--- src/rtl/kf_fixed_pkg.sv ---
`default_nettype none
// ============================================================================
//  Module      : kf_fixed_pkg
//  Description : Shared fixed-point definitions for the Kalman datapath
//                (qmult / qdiv_seq): Q-format defaults, divider state
//                encoding and saturation limits at the default word width.
//  Optional    : QDIV_SATURATE_EN (saturating divider results). It is off by
//                default. Enable it either on the tool command line or by
//                un-commenting the define below.
//  Revision    : 1.0 - initial release
// ============================================================================
// `define QDIV_SATURATE_EN

package kf_fixed_pkg;

  localparam int KF_Q = 18;  // fraction bits
  localparam int KF_N = 32;  // total word width

  typedef enum logic [1:0] {
    ST_IDLE = 2'd0,
    ST_CALC = 2'd1,
    ST_DONE = 2'd2
  } qdiv_state_e;

  // Saturation limits at the default width. Width-generic users rebuild
  // these with the same bit pattern for their own N.
  localparam logic [KF_N-1:0] MAX_POS = {1'b0, {(KF_N-1){1'b1}}};
  localparam logic [KF_N-1:0] MIN_NEG = {1'b1, {(KF_N-1){1'b0}}};

endpackage

`default_nettype wire

--- src/rtl/qdiv_step.sv ---
`default_nettype none
// ============================================================================
//  Module      : qdiv_step
//  Description : One combinational restoring-division step. It shifts the
//                next numerator bit into the partial remainder, then
//                subtracts the divisor when the trial value allows it.
//  Ports       : rem_i     - partial remainder (kept below div_i)
//                num_bit_i - next numerator bit, MSB first
//                div_i     - divisor magnitude
//                rem_o     - next partial remainder
//                q_bit_o   - quotient bit produced by this step
//  Revision    : 1.0 - initial release
// ============================================================================
module qdiv_step #(
  parameter int W = 32
) (
  input  logic [W-1:0] rem_i,
  input  logic         num_bit_i,
  input  logic [W-1:0] div_i,
  output logic [W-1:0] rem_o,
  output logic         q_bit_o
);

  logic [W:0] trial;

  always_comb begin
    trial   = {rem_i, num_bit_i};
    q_bit_o = (trial >= {1'b0, div_i});
    // When the subtraction happens the difference is below div_i, so it
    // always fits back into W bits.
    rem_o   = q_bit_o ? W'(trial - {1'b0, div_i}) : trial[W-1:0];
  end

endmodule

`default_nettype wire

--- src/rtl/qdiv_seq.sv ---
`default_nettype none
// ============================================================================
//  Module      : qdiv_seq
//  Description : Sequential signed Q-format divider. It does restoring
//                division and produces one quotient bit per clock (N+Q
//                cycles). It has valid/ready handshakes on the operand side
//                and on the result side.
//  Optional    : QDIV_SATURATE_EN - when it is defined, the result clamps to
//                the representable range on overflow and on divide-by-zero.
//                Otherwise the result wraps on overflow and is 0 on
//                divide-by-zero. ovr behaves the same in both builds.
//  Ports       : clk, rst_n          - clock, async active-low reset
//                in_valid / in_ready - operand handshake (a, b)
//                out_valid/out_ready - result handshake (o_result, ovr)
//                ovr                 - overflow or divide-by-zero
//  Revision    : 1.0 - initial release
// ============================================================================
module qdiv_seq
  import kf_fixed_pkg::*;
#(
  parameter int Q = KF_Q,
  parameter int N = KF_N
) (
  input  logic         clk,
  input  logic         rst_n,
  input  logic         in_valid,
  output logic         in_ready,
  input  logic [N-1:0] a,
  input  logic [N-1:0] b,
  output logic         out_valid,
  input  logic         out_ready,
  output logic [N-1:0] o_result,
  output logic         ovr
);

  localparam int            W        = N + Q;
  localparam int            CW       = $clog2(W);
  localparam logic [CW-1:0] CNT_LAST = CW'(W - 1);
  localparam logic [N-1:0]  SAT_POS  = {1'b0, {(N-1){1'b1}}};
  localparam logic [N-1:0]  SAT_NEG  = {1'b1, {(N-1){1'b0}}};
  // Quotient magnitude 2^(N-1). This is the only out-of-range magnitude that
  // is still legal when the result is negative.
  localparam logic [W-1:0]  QM_MIN   = {{Q{1'b0}}, 1'b1, {(N-1){1'b0}}};

`ifdef QDIV_SATURATE_EN
  localparam bit SATURATE = 1'b1;
`else
  localparam bit SATURATE = 1'b0;
`endif

  qdiv_state_e   state_q, state_d;
  logic          sign_q, sign_d;
  logic [N-1:0]  absb_q, absb_d;
  logic [N-1:0]  rem_q, rem_d;
  // The numerator shifts out of the MSB while quotient bits shift into the
  // LSB. After W steps the register holds the quotient magnitude.
  logic [W-1:0]  nq_q, nq_d;
  logic [CW-1:0] cnt_q, cnt_d;
  logic          out_valid_q, out_valid_d;
  logic [N-1:0]  result_q, result_d;
  logic          ovr_q, ovr_d;

  logic [N-1:0]  abs_a, abs_b;
  logic [N-1:0]  rem_next;
  logic          q_bit;
  logic [W-1:0]  qm;
  logic          qm_hi_nz;
  logic          overflow;
  logic [N-1:0]  signed_low;
  logic [N-1:0]  calc_result;

  qdiv_step #(.W(N)) u_step (
    .rem_i     (rem_q),
    .num_bit_i (nq_q[W-1]),
    .div_i     (absb_q),
    .rem_o     (rem_next),
    .q_bit_o   (q_bit)
  );

  always_comb begin
    // -2^(N-1) maps onto the unsigned value 2^(N-1).
    abs_a       = a[N-1] ? (N'(0) - a) : a;
    abs_b       = b[N-1] ? (N'(0) - b) : b;
    qm          = {nq_q[W-2:0], q_bit};
    qm_hi_nz    = |qm[W-1:N-1];
    overflow    = sign_q ? (qm_hi_nz && (qm != QM_MIN)) : qm_hi_nz;
    signed_low  = sign_q ? (N'(0) - qm[N-1:0]) : qm[N-1:0];
    calc_result = (SATURATE && overflow) ? (sign_q ? SAT_NEG : SAT_POS)
                                         : signed_low;
  end

  always_comb begin
    state_d     = state_q;
    sign_d      = sign_q;
    absb_d      = absb_q;
    rem_d       = rem_q;
    nq_d        = nq_q;
    cnt_d       = cnt_q;
    out_valid_d = out_valid_q;
    result_d    = result_q;
    ovr_d       = ovr_q;
    case (state_q)
      ST_IDLE: begin
        if (in_valid) begin
          sign_d = a[N-1] ^ b[N-1];
          absb_d = abs_b;
          rem_d  = '0;
          nq_d   = {abs_a, {Q{1'b0}}};
          cnt_d  = CNT_LAST;
          if (b == '0) begin
            // Divide-by-zero goes straight to DONE. ovr doubles as the
            // div0 flag. The clamp direction depends only on the sign of a.
            state_d  = ST_DONE;
            ovr_d    = 1'b1;
            result_d = SATURATE ? (a[N-1] ? SAT_NEG : SAT_POS) : '0;
          end else begin
            state_d = ST_CALC;
          end
        end
      end
      ST_CALC: begin
        rem_d = rem_next;
        nq_d  = qm;
        if (cnt_q == '0) begin
          state_d     = ST_DONE;
          out_valid_d = 1'b1;
          result_d    = calc_result;
          ovr_d       = overflow;
        end else begin
          cnt_d = cnt_q - CW'(1);
        end
      end
      ST_DONE: begin
        // Only the divide-by-zero path enters DONE with out_valid low. It
        // raises out_valid one cycle after acceptance.
        if (!out_valid_q) begin
          out_valid_d = 1'b1;
        end else if (out_ready) begin
          state_d     = ST_IDLE;
          out_valid_d = 1'b0;
        end
      end
      default: state_d = ST_IDLE;
    endcase
  end

  always_ff @(posedge clk or negedge rst_n) begin
    if (!rst_n) begin
      state_q     <= ST_IDLE;
      sign_q      <= 1'b0;
      absb_q      <= '0;
      rem_q       <= '0;
      nq_q        <= '0;
      cnt_q       <= '0;
      out_valid_q <= 1'b0;
      result_q    <= '0;
      ovr_q       <= 1'b0;
    end else begin
      state_q     <= state_d;
      sign_q      <= sign_d;
      absb_q      <= absb_d;
      rem_q       <= rem_d;
      nq_q        <= nq_d;
      cnt_q       <= cnt_d;
      out_valid_q <= out_valid_d;
      result_q    <= result_d;
      ovr_q       <= ovr_d;
    end
  end

  assign in_ready  = (state_q == ST_IDLE);
  assign out_valid = out_valid_q;
  assign o_result  = result_q;
  assign ovr       = ovr_q;

endmodule

`default_nettype wire

--- config.mk ---
export PLATFORM = sky130hd
export DESIGN_NAME = qdiv_seq
export DESIGN_NICKNAME = d
export VERILOG_FILES = /design/src/rtl/kf_fixed_pkg.sv /design/src/rtl/qdiv_step.sv /design/src/rtl/qdiv_seq.sv
export SDC_FILE = /design/constraint.sdc
export NUM_CORES = 1
export LEC_CHECK = 0
export ABC_AREA = 1
export CAP_MARGIN = 20
export CORE_ASPECT_RATIO = 1.2
export CORE_MARGIN = 4
export CORE_UTILIZATION = 63
export CTS_CLUSTER_DIAMETER = 50
export DETAILED_ROUTE_END_ITERATION = 10
export MAX_ROUTING_LAYER = met4
export PLACE_DENSITY = 0.87
export SETUP_SLACK_MARGIN = 0.3
export SYNTH_ARGS = -nofsm -noshare
export SYNTH_HDL_FRONTEND = slang
export SYNTH_SLANG_ARGS = --single-unit
export TNS_END_PERCENT = 10
--- constraint.sdc ---
create_clock -name clk -period 5.33 [get_ports clk]
set_clock_uncertainty 0.1 [all_clocks]
set_input_delay 0.533 -clock clk [delete_from_list [all_inputs] [get_ports clk]]
set_output_delay 0.533 -clock clk [all_outputs]
set_load 0.02 [all_outputs]
==> summary.md <==
The clock-pin slew reported for the worst setup and hold paths after clock tree synthesis was 0.07 ns. The cell at the slowest stage of the critical path is sky130_fd_sc_hd__dfrtp_1. The count of cells resized by post-cts repair came out at 0.

Source of the worst register-to-register timing path: rem_q[15]$_DFFE_PN0P_. Counting instances in the post-synthesis netlist gives the leading cell types as sky130_fd_sc_hd__nand2_1, sky130_fd_sc_hd__inv_1, sky130_fd_sc_hd__dfrtp_1. Of the available clock period, the critical path in the final layout requires 74.74%. Die area: 19,310 um^2.

Of all flip-flops after synthesis, the portion carrying an async set or reset was 100.0%. Summing all placed instances gives a cell area of 11,990 um^2. Synthesis inferred 157 register bits. The biggest fanout along the worst timing path works out to 60. The cell that appears most often on the critical path is sky130_fd_sc_hd__nand2_1. At the end of the flow, the number of nets in the layout was 1,716.

Clock tree buffer depth: 2. Summing internal, switching and leakage power gives 8916 uW. The critical path class was register to register. The tools report the total iterations of the first detailed-routing run as 6. The floorplan die height was 151.4 um; the number of global-route vias before repair was 10,573. For the post-detailed-route DRC marker count, the log shows 0. The number of hold buffers added after CTS came out at 0. For this run, the leading register cell type out of synthesis is sky130_fd_sc_hd__dfrtp_1.

STA classifies the critical path startpoint as a register. The logs give 21.77 mm for the post-detailed-placement half-perimeter wirelength and 0 for the count of inserted antenna diode cells. Measured in cells, the most critical reg-to-reg path has a length of 19. After synthesis, the largest area contributor takes up 36.38% of total cell area. The run finished with clean final reports.

The total non-filler cell area in the finished layout came out at 12,580 um^2. In this run switching power makes up 51.04% of total power. The H-tree depth came out at 4. Synthesis produced a netlist whose cell count is 1,527. Counting distinct cell types in the post-synthesis netlist gives 51. Counting every net in the synthesized netlist gives 1,633. The core region is 16,850 um^2. 103 I/O pins were placed. Of the cells placed in the final design, the portion with a size suffix greater than 1 is 5.299%. The cell sitting at the root of the clock tree is a sky130_fd_sc_hd__clkbuf_16. The tools report the number of slew-limit violations in the final report as 0.

The routability congestion estimate from global placement was 1.045; the number of input and output port buffers inserted was 102. Sequential cells were found to cover 36.38% of the synthesized design area. The number of placed instances, taps included, is 1,807. After global routing the overflow that remains totals 0. The signal on the critical path passes through ha_1, a21oi_1, nand2_1, a21oi_1, nand3_2, nand2_4, nand2_4, inv_2, ha_1, nand3_2, nor2_1, nand2_1, nor3_2, nand2_1, o21ai_2, nand2_1, nand2_1, nand3_1, o21ai_1. Final instance count without filler cells: 1,839. The clock drives 157 sinks. The number of setup violations in the final report came out at 0.

For the number of maximum-capacitance constraint violations, the log shows 0. The analysis attributes to cell leakage a power of 0.005923 uW. In this run, the number of DRC markers left after iteration 0 of detailed routing was 1,001.

The minimum clock period after layout came out at 3.984 ns. For the total net switching power, the log shows 4551 uW. The kind of path behind the tightest hold check was input port to asynchronous set/reset pin.

The die is 127.5 um wide. For the combined area of all synthesized cells, the log shows 10,800 um^2. For the total number of vias, the log shows 10,918. In this run the tightest slew margin relative to its limit is 34.02%. In the global route stage, overall resource usage came out at 33.32%. The power density over the cells is 708.6 nW/um^2, and the remaining antenna violation count is 0. sky130_fd_sc_hd__nand2_1 is the most common cell in the netlist. TritonCTS built the clock tree. The average instance in the mapped netlist occupies 7.073 um^2. Setup repair after global routing left no endpoint under its margin.

Cell type with the highest aggregate area in the netlist: sky130_fd_sc_hd__dfrtp_1. The multi-input combinational cells in the finished layout cover a total of 5967 um^2. The final setup TNS was 0 ns; the average wire per standard cell was 16.57 um. For the pin with the worst max-slew slack, the measured transition is 0.9896 ns. The number of setup buffers added after CTS is 0.

Summed over all layers, the routed wires come to 30.48 mm. The tools report the number of hold violations in the final report as 0. The pin count of the biggest net entering global routing is 106. The clock reaches the later pin of the worst-skew pair after 0.44 ns.

Dividing the detail-routed via count by the number of cells gives 5.937. The worst setup path is captured at a register. Sorting the synthesized cells by area gives the leading types as sky130_fd_sc_hd__dfrtp_1, sky130_fd_sc_hd__nand2_1, sky130_fd_sc_hd__inv_1. The logs give 0 for the number of antenna violations at the first check in global routing and 64.09% for the starting density of the core. Based on the critical path, the design can be clocked at up to 251.0 MHz. In this run, synthesis inferred 0 flip-flops with an integrated enable. The first-pass GRT wire length is 50.49 mm, and the number of filler cells placed in the layout is 1,332. Yosys printed 0 warnings.

The worst register-to-register path ends at o_result[26]$_DFFE_PN0P_. Data on the critical path is required at its endpoint by 5.59 ns. The largest single stage delay on the critical path is 0.41 ns.

The internal power summed over all cells was 4365 uW; the sequential fraction of design power was 24.4%. The highest ir drop seen on vdd is 670.2 uV. Across all register-to-register paths, the minimum setup slack is 1.35 ns. In the final layout, flip-flops and latches occupy 3929 um^2.

The share of total power dissipated in the clock network is 13.7%. Compared with the post-synthesis result, the final layout area differs by 16.51%. The tools report the count of standard-cell rows as 52. For the number of CTS-inserted buffers, the log shows 17. The arrival time at the worst endpoint was 4.24 ns; the combinational power share was 61.9%.
## area by class of cell
type | instances | area share, %
clock inverter | 14 | 1.213
tap | 216 | 2.148
sequential | 157 | 31.22
inverter | 190 | 5.668
multi-input combinational | 1130 | 47.42
timing repair buffer | 114 | 8.840
clock buffer | 18 | 3.490
## worst max path at each step
stage,to,cells past startpoint,startpoint
2_1_floorplan,o_result[26]$_DFFE_PN0P_,22,rem_q[22]$_DFFE_PN0P_
5_1_grt,o_result[26]$_DFFE_PN0P_,20,absb_q[16]$_DFFE_PN0P_
3_5_place_dp,o_result[26]$_DFFE_PN0P_,20,absb_q[12]$_DFFE_PN0P_
6_report,o_result[26]$_DFFE_PN0P_,19,rem_q[15]$_DFFE_PN0P_
3_3_place_gp,o_result[26]$_DFFE_PN0P_,20,absb_q[12]$_DFFE_PN0P_
4_1_cts,o_result[26]$_DFFE_PN0P_,19,rem_q[15]$_DFFE_PN0P_
## sequential cells by signal, summed over array words and instances (netlist names)
register	flops
absb_q	32
cnt_q	6
nq_q	50
o_result	32
out_valid	1
ovr	1
rem_q	32
sign_q	1
state_q	2
## power by group through the flow
stage	logic (uW)	clock network [uW]	registers (uW)
floorplan	3950	0	2150
global placement	5240	0	2150
detailed placement	5350	0	2170
CTS	5430	1230	2160
global route	6160	1280	2240
finish	5520	1220	2180
## critical path: cells and delay by family, from the launching register on
kind	cells	cell delay, ns
simple gates	12	1.81
buf+inv	1	0.25
flops	1	0.41
fa+ha+maj	2	0.58
compound gates	4	0.75
## per-layer routing
metal  GRT usage (%)  share of wire, %  up-vias
met5               -                 0        -
met4           11.53               2.3        0
met3           5.785               8.3       76
met2           52.95                47      520
met1           43.40                42     5085
li1                -                 -     5237
## through the flow
stage | setup WS, ns | hold slack [ns] | utilization [%]
after floorplan | 2.218 | 0.1374 | -
after global placement | 1.621 | 0.3644 | 71.16
after detailed placement | 1.467 | 0.3668 | 71.16
after CTS | 1.432 | 0.1495 | 74.67
after global routing | 0.9761 | 0.1803 | 74.67
final | 1.346 | 0.08223 | 74.67
## cells by family (layout without fill, tap and decap cells)
kind of cell	count (synthesis)	count (layout)	share of synthesized area [%]
AOI/OAI and AO/OA	349	349	18.10
xor gates and xnor gates	66	66	5.352
adders and majority gates	38	38	4.472
buffers and inverters	240	336	8.607
DFF	157	157	36.38
and+or+nand+nor	677	677	27.10
## layout by cell type (no fill, tap or decap), drive strengths merged, types with 8 or more instances in the layout
cell type | netlist | final
inv | 186 | 192
clkbuf | 34 | 18
clkinv | 4 | 8
nor3 | 27 | 27
o22ai | 28 | 28
nor2 | 151 | 151
o21ai | 175 | 175
ha | 37 | 37
a21oi | 87 | 87
a22oi | 28 | 28
buf | 16 | 13
nand3 | 84 | 84
xnor2 | 25 | 25
xor2 | 41 | 41
clkdlybuf4s50 | 0 | 101
nand2 | 360 | 360
dfrtp | 157 | 157
nand4 | 20 | 20
or2 | 15 | 15
nor4 | 11 | 11
(Power assumes the default switching activity.)
